**config.mk**
```make
export PLATFORM = sky130hd
export DESIGN_NAME = mdu_seq
export DESIGN_NICKNAME = d
export VERILOG_FILES = /design/src/rtl/mdu_seq.sv
export SDC_FILE = /design/constraint.sdc
export NUM_CORES = 1
export LEC_CHECK = 0
export CORE_MARGIN = 3
export CORE_UTILIZATION = 52
export CTS_CLUSTER_DIAMETER = 60
export CTS_CLUSTER_SIZE = 20
export DETAILED_ROUTE_END_ITERATION = 12
export GPL_ROUTABILITY_DRIVEN = 0
export PLACE_DENSITY = 0.72
export SLEW_MARGIN = 20
export SYNTH_ARGS = -nofsm -noshare
export SYNTH_HDL_FRONTEND = slang
export SYNTH_SLANG_ARGS = --single-unit
```
**constraint.sdc**
```tcl
create_clock -name Clock -period 4.3 [get_ports Clock]
set_input_delay 0.86 -clock Clock [delete_from_list [all_inputs] [get_ports Clock]]
set_output_delay 0.86 -clock Clock [all_outputs]
set_load 0.005 [all_outputs]
```
**src/rtl/mdu_seq.sv**
```systemverilog
// Iterative RV32M multiply/divide sequencer.
// One request at a time: shift-add multiply or restoring divide over WIDTH
// steps, sign fix-up, then the result is held until the consumer takes it.
//
// state | meaning
// ------+--------------------------------------------------------------
// IDLE  | waiting for a request; req_ready high
// PREP  | record signs, take magnitudes, load counter, catch special cases
// ITER  | one multiply/divide step per cycle, counter WIDTH-1 down to 0
// FIX   | apply sign, select output field, register result
// DONE  | resp_valid presented (one cycle after entry) until resp_ready
module mdu_seq #(
  parameter int WIDTH = 32
) (
  input  logic             Clock,
  input  logic             Reset_n,
  input  logic             flush,
  input  logic             req_valid,
  output logic             req_ready,
  input  logic [2:0]       funct,
  input  logic [WIDTH-1:0] A,
  input  logic [WIDTH-1:0] B,
  output logic             resp_valid,
  input  logic             resp_ready,
  output logic [WIDTH-1:0] result,
  output logic             busy
);

  localparam int CW = 6;
  localparam logic [CW-1:0]    CNT_ONE  = CW'(1);
  localparam logic [CW-1:0]    CNT_LOAD = CW'(WIDTH - 1);
  localparam logic [WIDTH-1:0] INT_MIN  = {1'b1, {(WIDTH-1){1'b0}}};

  typedef enum logic [2:0] {
    S_IDLE,
    S_PREP,
    S_ITER,
    S_FIX,
    S_DONE
  } state_t;

  state_t               state_q, state_d;
  logic [2:0]           op_q, op_d;
  logic [WIDTH-1:0]     a_q, a_d;
  logic [WIDTH-1:0]     b_q, b_d;
  logic [2*WIDTH-1:0]   acc_q, acc_d;
  logic [CW-1:0]        cnt_q, cnt_d;
  logic                 neg_res_q, neg_res_d;
  logic                 neg_rem_q, neg_rem_d;
  logic [WIDTH-1:0]     result_q, result_d;
  logic                 resp_valid_q, resp_valid_d;

  // operation decode from the latched funct3
  logic is_div, is_rem, a_signed, b_signed, a_neg, b_neg;
  logic [WIDTH-1:0] a_mag, b_mag;

  assign is_div   = op_q[2];
  assign is_rem   = op_q[2] & op_q[1];
  assign a_signed = (op_q == 3'b001) | (op_q == 3'b010) | (op_q == 3'b100) | (op_q == 3'b110);
  assign b_signed = (op_q == 3'b001) | (op_q == 3'b100) | (op_q == 3'b110);
  assign a_neg    = a_signed & a_q[WIDTH-1];
  assign b_neg    = b_signed & b_q[WIDTH-1];
  assign a_mag    = a_neg ? -a_q : a_q;
  assign b_mag    = b_neg ? -b_q : b_q;

  // Multiply step: acc = {hi, lo}; lo starts as the multiplier, hi as 0.
  // The add keeps its carry, which becomes the MSB after the right shift.
  logic [WIDTH:0]       mul_sum;
  logic [2*WIDTH-1:0]   mul_next;
  assign mul_sum  = {1'b0, acc_q[2*WIDTH-1:WIDTH]} + (acc_q[0] ? {1'b0, b_q} : '0);
  assign mul_next = {mul_sum, acc_q[WIDTH-1:1]};

  // Divide step: acc = {remainder, quotient}; quotient half starts as the
  // dividend and fills with quotient bits from the right.
  logic [WIDTH:0]       div_sh;
  logic [WIDTH-1:0]     div_diff;
  logic                 div_ge;
  logic [2*WIDTH-1:0]   div_next;
  assign div_sh   = {acc_q[2*WIDTH-1:WIDTH], acc_q[WIDTH-1]};
  assign div_ge   = (div_sh >= {1'b0, b_q});
  assign div_diff = div_sh[WIDTH-1:0] - b_q;
  assign div_next = {(div_ge ? div_diff : div_sh[WIDTH-1:0]), acc_q[WIDTH-2:0], div_ge};

  // Sign fix-up and output field selection
  logic [2*WIDTH-1:0]   prod_fix;
  logic [WIDTH-1:0]     quot_fix, rem_fix, fix_val;
  assign prod_fix = neg_res_q ? -acc_q : acc_q;
  assign quot_fix = neg_res_q ? -acc_q[WIDTH-1:0] : acc_q[WIDTH-1:0];
  assign rem_fix  = neg_rem_q ? -acc_q[2*WIDTH-1:WIDTH] : acc_q[2*WIDTH-1:WIDTH];

  // pick the result field for the latched operation
  always_comb begin
    fix_val = prod_fix[WIDTH-1:0];
    case (op_q)
      3'b000:                 fix_val = prod_fix[WIDTH-1:0];
      3'b001, 3'b010, 3'b011: fix_val = prod_fix[2*WIDTH-1:WIDTH];
      3'b100, 3'b101:         fix_val = quot_fix;
      default:                fix_val = rem_fix;
    endcase
  end

  // next-state and datapath updates; flush overrides everything
  always_comb begin
    state_d      = state_q;
    op_d         = op_q;
    a_d          = a_q;
    b_d          = b_q;
    acc_d        = acc_q;
    cnt_d        = cnt_q;
    neg_res_d    = neg_res_q;
    neg_rem_d    = neg_rem_q;
    result_d     = result_q;
    resp_valid_d = 1'b0;

    case (state_q)
      S_IDLE: begin
        if (req_valid && !flush) begin
          op_d    = funct;
          a_d     = A;
          b_d     = B;
          state_d = S_PREP;
        end
      end
      S_PREP: begin
        cnt_d     = CNT_LOAD;
        neg_res_d = a_neg ^ b_neg;
        neg_rem_d = a_neg;
        b_d       = b_mag;
        acc_d     = {{WIDTH{1'b0}}, a_mag};
        if (is_div && (b_q == '0)) begin
          result_d = is_rem ? a_q : '1;
          state_d  = S_DONE;
        end else if (is_div && a_signed && (a_q == INT_MIN) && (b_q == '1)) begin
          result_d = is_rem ? '0 : INT_MIN;
          state_d  = S_DONE;
        end else begin
          state_d  = S_ITER;
        end
      end
      S_ITER: begin
        acc_d = is_div ? div_next : mul_next;
        if (cnt_q == '0) begin
          state_d = S_FIX;
        end else begin
          cnt_d = cnt_q - CNT_ONE;
        end
      end
      S_FIX: begin
        result_d = fix_val;
        state_d  = S_DONE;
      end
      S_DONE: begin
        // resp_valid follows DONE entry by one cycle, so the handshake is
        // only honoured once the result is actually being presented
        if (resp_valid_q && resp_ready) begin
          state_d = S_IDLE;
        end else begin
          resp_valid_d = 1'b1;
        end
      end
      default: state_d = S_IDLE;
    endcase

    if (flush) begin
      state_d      = S_IDLE;
      resp_valid_d = 1'b0;
    end
  end

  // state and datapath registers
  always_ff @(posedge Clock or negedge Reset_n) begin
    if (!Reset_n) begin
      state_q      <= S_IDLE;
      op_q         <= '0;
      a_q          <= '0;
      b_q          <= '0;
      acc_q        <= '0;
      cnt_q        <= '0;
      neg_res_q    <= 1'b0;
      neg_rem_q    <= 1'b0;
      result_q     <= '0;
      resp_valid_q <= 1'b0;
    end else begin
      state_q      <= state_d;
      op_q         <= op_d;
      a_q          <= a_d;
      b_q          <= b_d;
      acc_q        <= acc_d;
      cnt_q        <= cnt_d;
      neg_res_q    <= neg_res_d;
      neg_rem_q    <= neg_rem_d;
      result_q     <= result_d;
      resp_valid_q <= resp_valid_d;
    end
  end

  assign req_ready  = (state_q == S_IDLE);
  assign busy       = (state_q != S_IDLE);
  assign resp_valid = resp_valid_q;
  assign result     = result_q;

endmodule

```
==> metrics.md <==
| Metric | Value |
|---|---|
| Run status | complete, no violations |
| Launching point of the worst reg2reg path | a_q[9] |
| Cell taking the most area after synthesis | dfrtp_1 |
| Number of detailed-route iterations in the first pass | 6 |
| Total routing resource utilization after global routing | approximately 34% |
| Number of hold-repair buffers added at the cts stage | 0 |
| FMAX | 271.2 MHz |
| TritonCTS buffer count | 17 |
| Startpoint type of the worst setup path | register |
| Number of max-capacitance violations reported | 0 |
| Fraction of post-synthesis cell area in the top cell type by area | 27.51% |
| Pwr dens | around 850 nW/um2 |
| Tmin final | 3.687 ns |
| Dominant combinational cell family by area after synthesis | compound AO/OA/AOI/OAI gates |
| H-Tree Depth | 4 |
| Clock sink total | 175 |
| Mean post-synth cell area | around 8 um2 |
| TritonCTS clock tree | built |
| Leak pwr | 7.409 nW |
| Number of global-route vias before repair | around 15,000 |
| Endpoint of the most critical register-to-register path | result[26] |
| Root Buffer Master | clkbuf_16 |
| Post-cts resize count | 0 |
| Half-perimeter wire length after detailed placement | approximately 42 mm |
| Drt wl/cell | 23.61 um |
| Total DRC errors in the routed layout | 0 |
| Floorplan die height | 181.0 um |
| Worst hold path class | in -> async |
| Detailed-route via count | ~17,000 |
| Relative slew slack | a little over a third |
| Synthesized instance count | 1,997 |
| Portion of the post-synthesis area used by sequential elements | 27.51% |
| Worst setup path category | reg -> reg |
| Number of cells after detailed placement | 2,393 |
| Ratio of routed vias to standard cells | 6.857 |
| Number of pins exceeding their max-slew limit in the final report | 0 |
| Crit. Startpoint | a_q[9] |
| Power share of the combinational group | between 60% and 70% |
| Synth Cell Area | 15,920 um2 |
| Net Sw Power | 8.055 mW |
| Clock power share | 11.6% |
| Synthesized-area fraction occupied by ao, oa, aoi and oai cells | a little over a quarter |
| Reg2Reg Setup Slack | approximately 0.61 ns |
| CP required | 4.64 ns |
| Initial DRC Count | approximately 2,500 |
| Synth Area in Adders | slightly below 6% |
| Switching share of power | 52.66% |
| Area growth from synthesis to final layout | 12.63% |
| Overflow after GRT | 0 |
| Number of failing setup endpoints in the final timing report | 0 |
| Core region area | 29,870 um2 |
| Full die area | roughly 33,000 um2 |
| Synth unique cells | 90 |
| Initial antenna violation count | 0 |
| Worst setup EP type | register |
| Antenna-violating nets left | 0 |
| Internal power | 7.242 mW |
| Arrival time reported for the critical path endpoint | 4.03 ns |
| Number of storage elements in the synthesis netlist | 175 |
| Maximum VDD drop | roughly 0.50 mV |
| Initial core utilization | a little over half |
| Final Hold Vio Count | 0 |
| Number of buffers added on ports | ~110 |
| Sequential cell area in the final layout | roughly 4400 um2 |
| Setup fix buffers added after clock tree synthesis | 0 |
| Depth of the worst register-to-register path | 8 |
| Fraction of final layout cells with drive strength greater than 1 | roughly 8% |
| CP endpoint | result[26] |
| Pin count of the biggest net entering global routing | 114 |
| Async S/R FF share, synth | between 90% and 100% |
| Area used by multi-input combinational logic | 10,750 um2 |
| Setup repair after global routing missed its margin | no |
| Yosys warning total | 0 |
| Largest fanout on the critical path | 17 |
| Part of the total power dissipated in sequential elements | 24.6% |
| Later-pin clock latency in the skew report | 0.47 ns |
| Clock-pin transition on the worst setup and hold timing paths | 0.08 ns |
| Top cells by area, synth | dfrtp_1, ha_1, a21oi_1 |
| Most frequent cells in the layout | nand2_1, dfrtp_1, a21oi_1 |
| Worst-case clock buffer depth | 2 |
| Post-route clock period utilization | ~86% |
| Multiplexer share of the synthesized area | roughly 6.4% |
| Antenna diode instance count | 0 |
| # rows | 63 |
| Most used flip-flop cell after synthesis | dfrtp_1 |
| Number of placed I/O pins | 107 |
| Fin cells | 2,426 |
| Wire length after detailed routing | around 57 mm |
| Net count of the mapped netlist | around 2,100 |
| # fillers | between 2,000 and 3,000 |
| Simple-gate share of the synthesized area | slightly above 20% |
| Commonest non-fill, non-tap cell in the layout | nand2_1 |
| First-pass GRT wire length | approximately 89 mm |
| Setup tns final | 0 ns |
| Synth Area in XOR/XNOR | 8.749% |
| Transition time at the pin with the least slew margin | 0.9571 ns |
| Number of flops mapped to enable cells by yosys | 0 |
| Die W | 181.0 um |
| Layout net count | 2,168 |
| Worst-case clock skew | 0.01815 ns |
==> metal layers <==
layer	vias to the layer above	track usage [%]	wire (um)
li1	7439	-	-
met1	8028	49.17	24320
met2	1019	49.83	24570
met3	149	7.530	6313
met4	0	11.64	2074
met5	-	0	0
==> synth_stat cells, types with 9 or more instances <==
library cell,number
o22ai_1,49
or3_1,20
mux2i_1,53
a211oi_1,24
and3_1,14
o31ai_1,25
buf_2,11
dfrtp_1,175
nand2_1,188
nor4_1,26
nand4_1,31
mux2_2,40
a21oi_1,160
o211ai_1,48
a22oi_1,14
or2_2,9
o21a_1,9
a31oi_1,25
nor2b_1,10
a21o_1,23
inv_1,66
o221ai_1,21
xnor2_1,71
ha_1,71
and2_1,12
o21ai_1,32
nand3_1,49
o21bai_1,10
buf_1,13
clkbuf_1,116
o21ai_0,118
or4_1,12
nand2b_1,14
xor2_1,88
nor3_1,56
nor2_1,156
==> logic make-up (layout without fill, tap and decap cells) <==
family | Yosys count | in the layout
AND/OR/NAND/NOR | 643 | 643
AO/OA/AOI/OAI | 641 | 641
buffers and inverters | 210 | 249
flip-flops | 175 | 175
XOR/XNOR | 159 | 159
multiplexers | 96 | 96
adder cells (fa/ha/maj) | 73 | 73
==> sequential cells by signal, summed over array words and instances, names as in the netlist <==
signal,cells
acc_q,64
op_q,3
a_q,32
b_q,32
neg_rem_q,1
neg_res_q,1
resp_valid,1
result,32
state_q,3
cnt_q,6
==> power by group through the flow <==
| stage | sequential [mW] | clock [mW] | combinational (mW) |
|---|---|---|---|
| finish | 3.77 | 1.77 | 9.76 |
| global route | 3.85 | 1.84 | 10.5 |
| global placement | 3.69 | 0 | 9.21 |
| CTS | 3.70 | 1.78 | 9.47 |
| floorplan | 3.06 | 0 | 7.14 |
| detailed placement | 3.71 | 0 | 9.41 |
==> stage by stage <==
step	area (um2)	total power, mW	utilization [%]	hold WS, ns	setup WS, ns
detailed placement	17280	13.12	57.83	0.4742	0.7116
finish	17930	15.30	60.01	0.2622	0.6130
global route	17930	16.22	60.01	0.2777	0.4350
global placement	17280	12.90	57.83	0.4768	0.8154
CTS	17920	14.95	59.97	0.2645	0.6875
floorplan	15920	10.19	-	0.4542	1.060
==> layout make-up <==
class / instances / area share, %
multi-input cells: 1612 / 59.98
flip-flops and latches: 175 / 24.43
repair buffers: 151 / 7.900
well taps: 390 / 2.722
clock buffers: 19 / 2.471
inverters: 66 / 1.382
clock inverters: 13 / 1.110
==> worst min path at each step <==
stage                     from          to  cells past startpoint
floorplan           resp_valid  resp_valid                      1
global placement    resp_valid  resp_valid                      1
global route           Reset_n     b_q[11]                      1
detailed placement  resp_valid  resp_valid                      1
finish                 Reset_n     b_q[11]                      1
CTS                    Reset_n     b_q[20]                      1
==> critical path, stage by stage (launching register included) <==
cell	delay, ns
dfrtp_1	0.44
or4_1	0.65
nor3_1	0.41
nand4_1	0.50
nor3_1	0.55
o31ai_4	0.21
buf_6	0.25
buf_4	0.21
a221o_1	0.35
(Power assumes the default switching activity.)
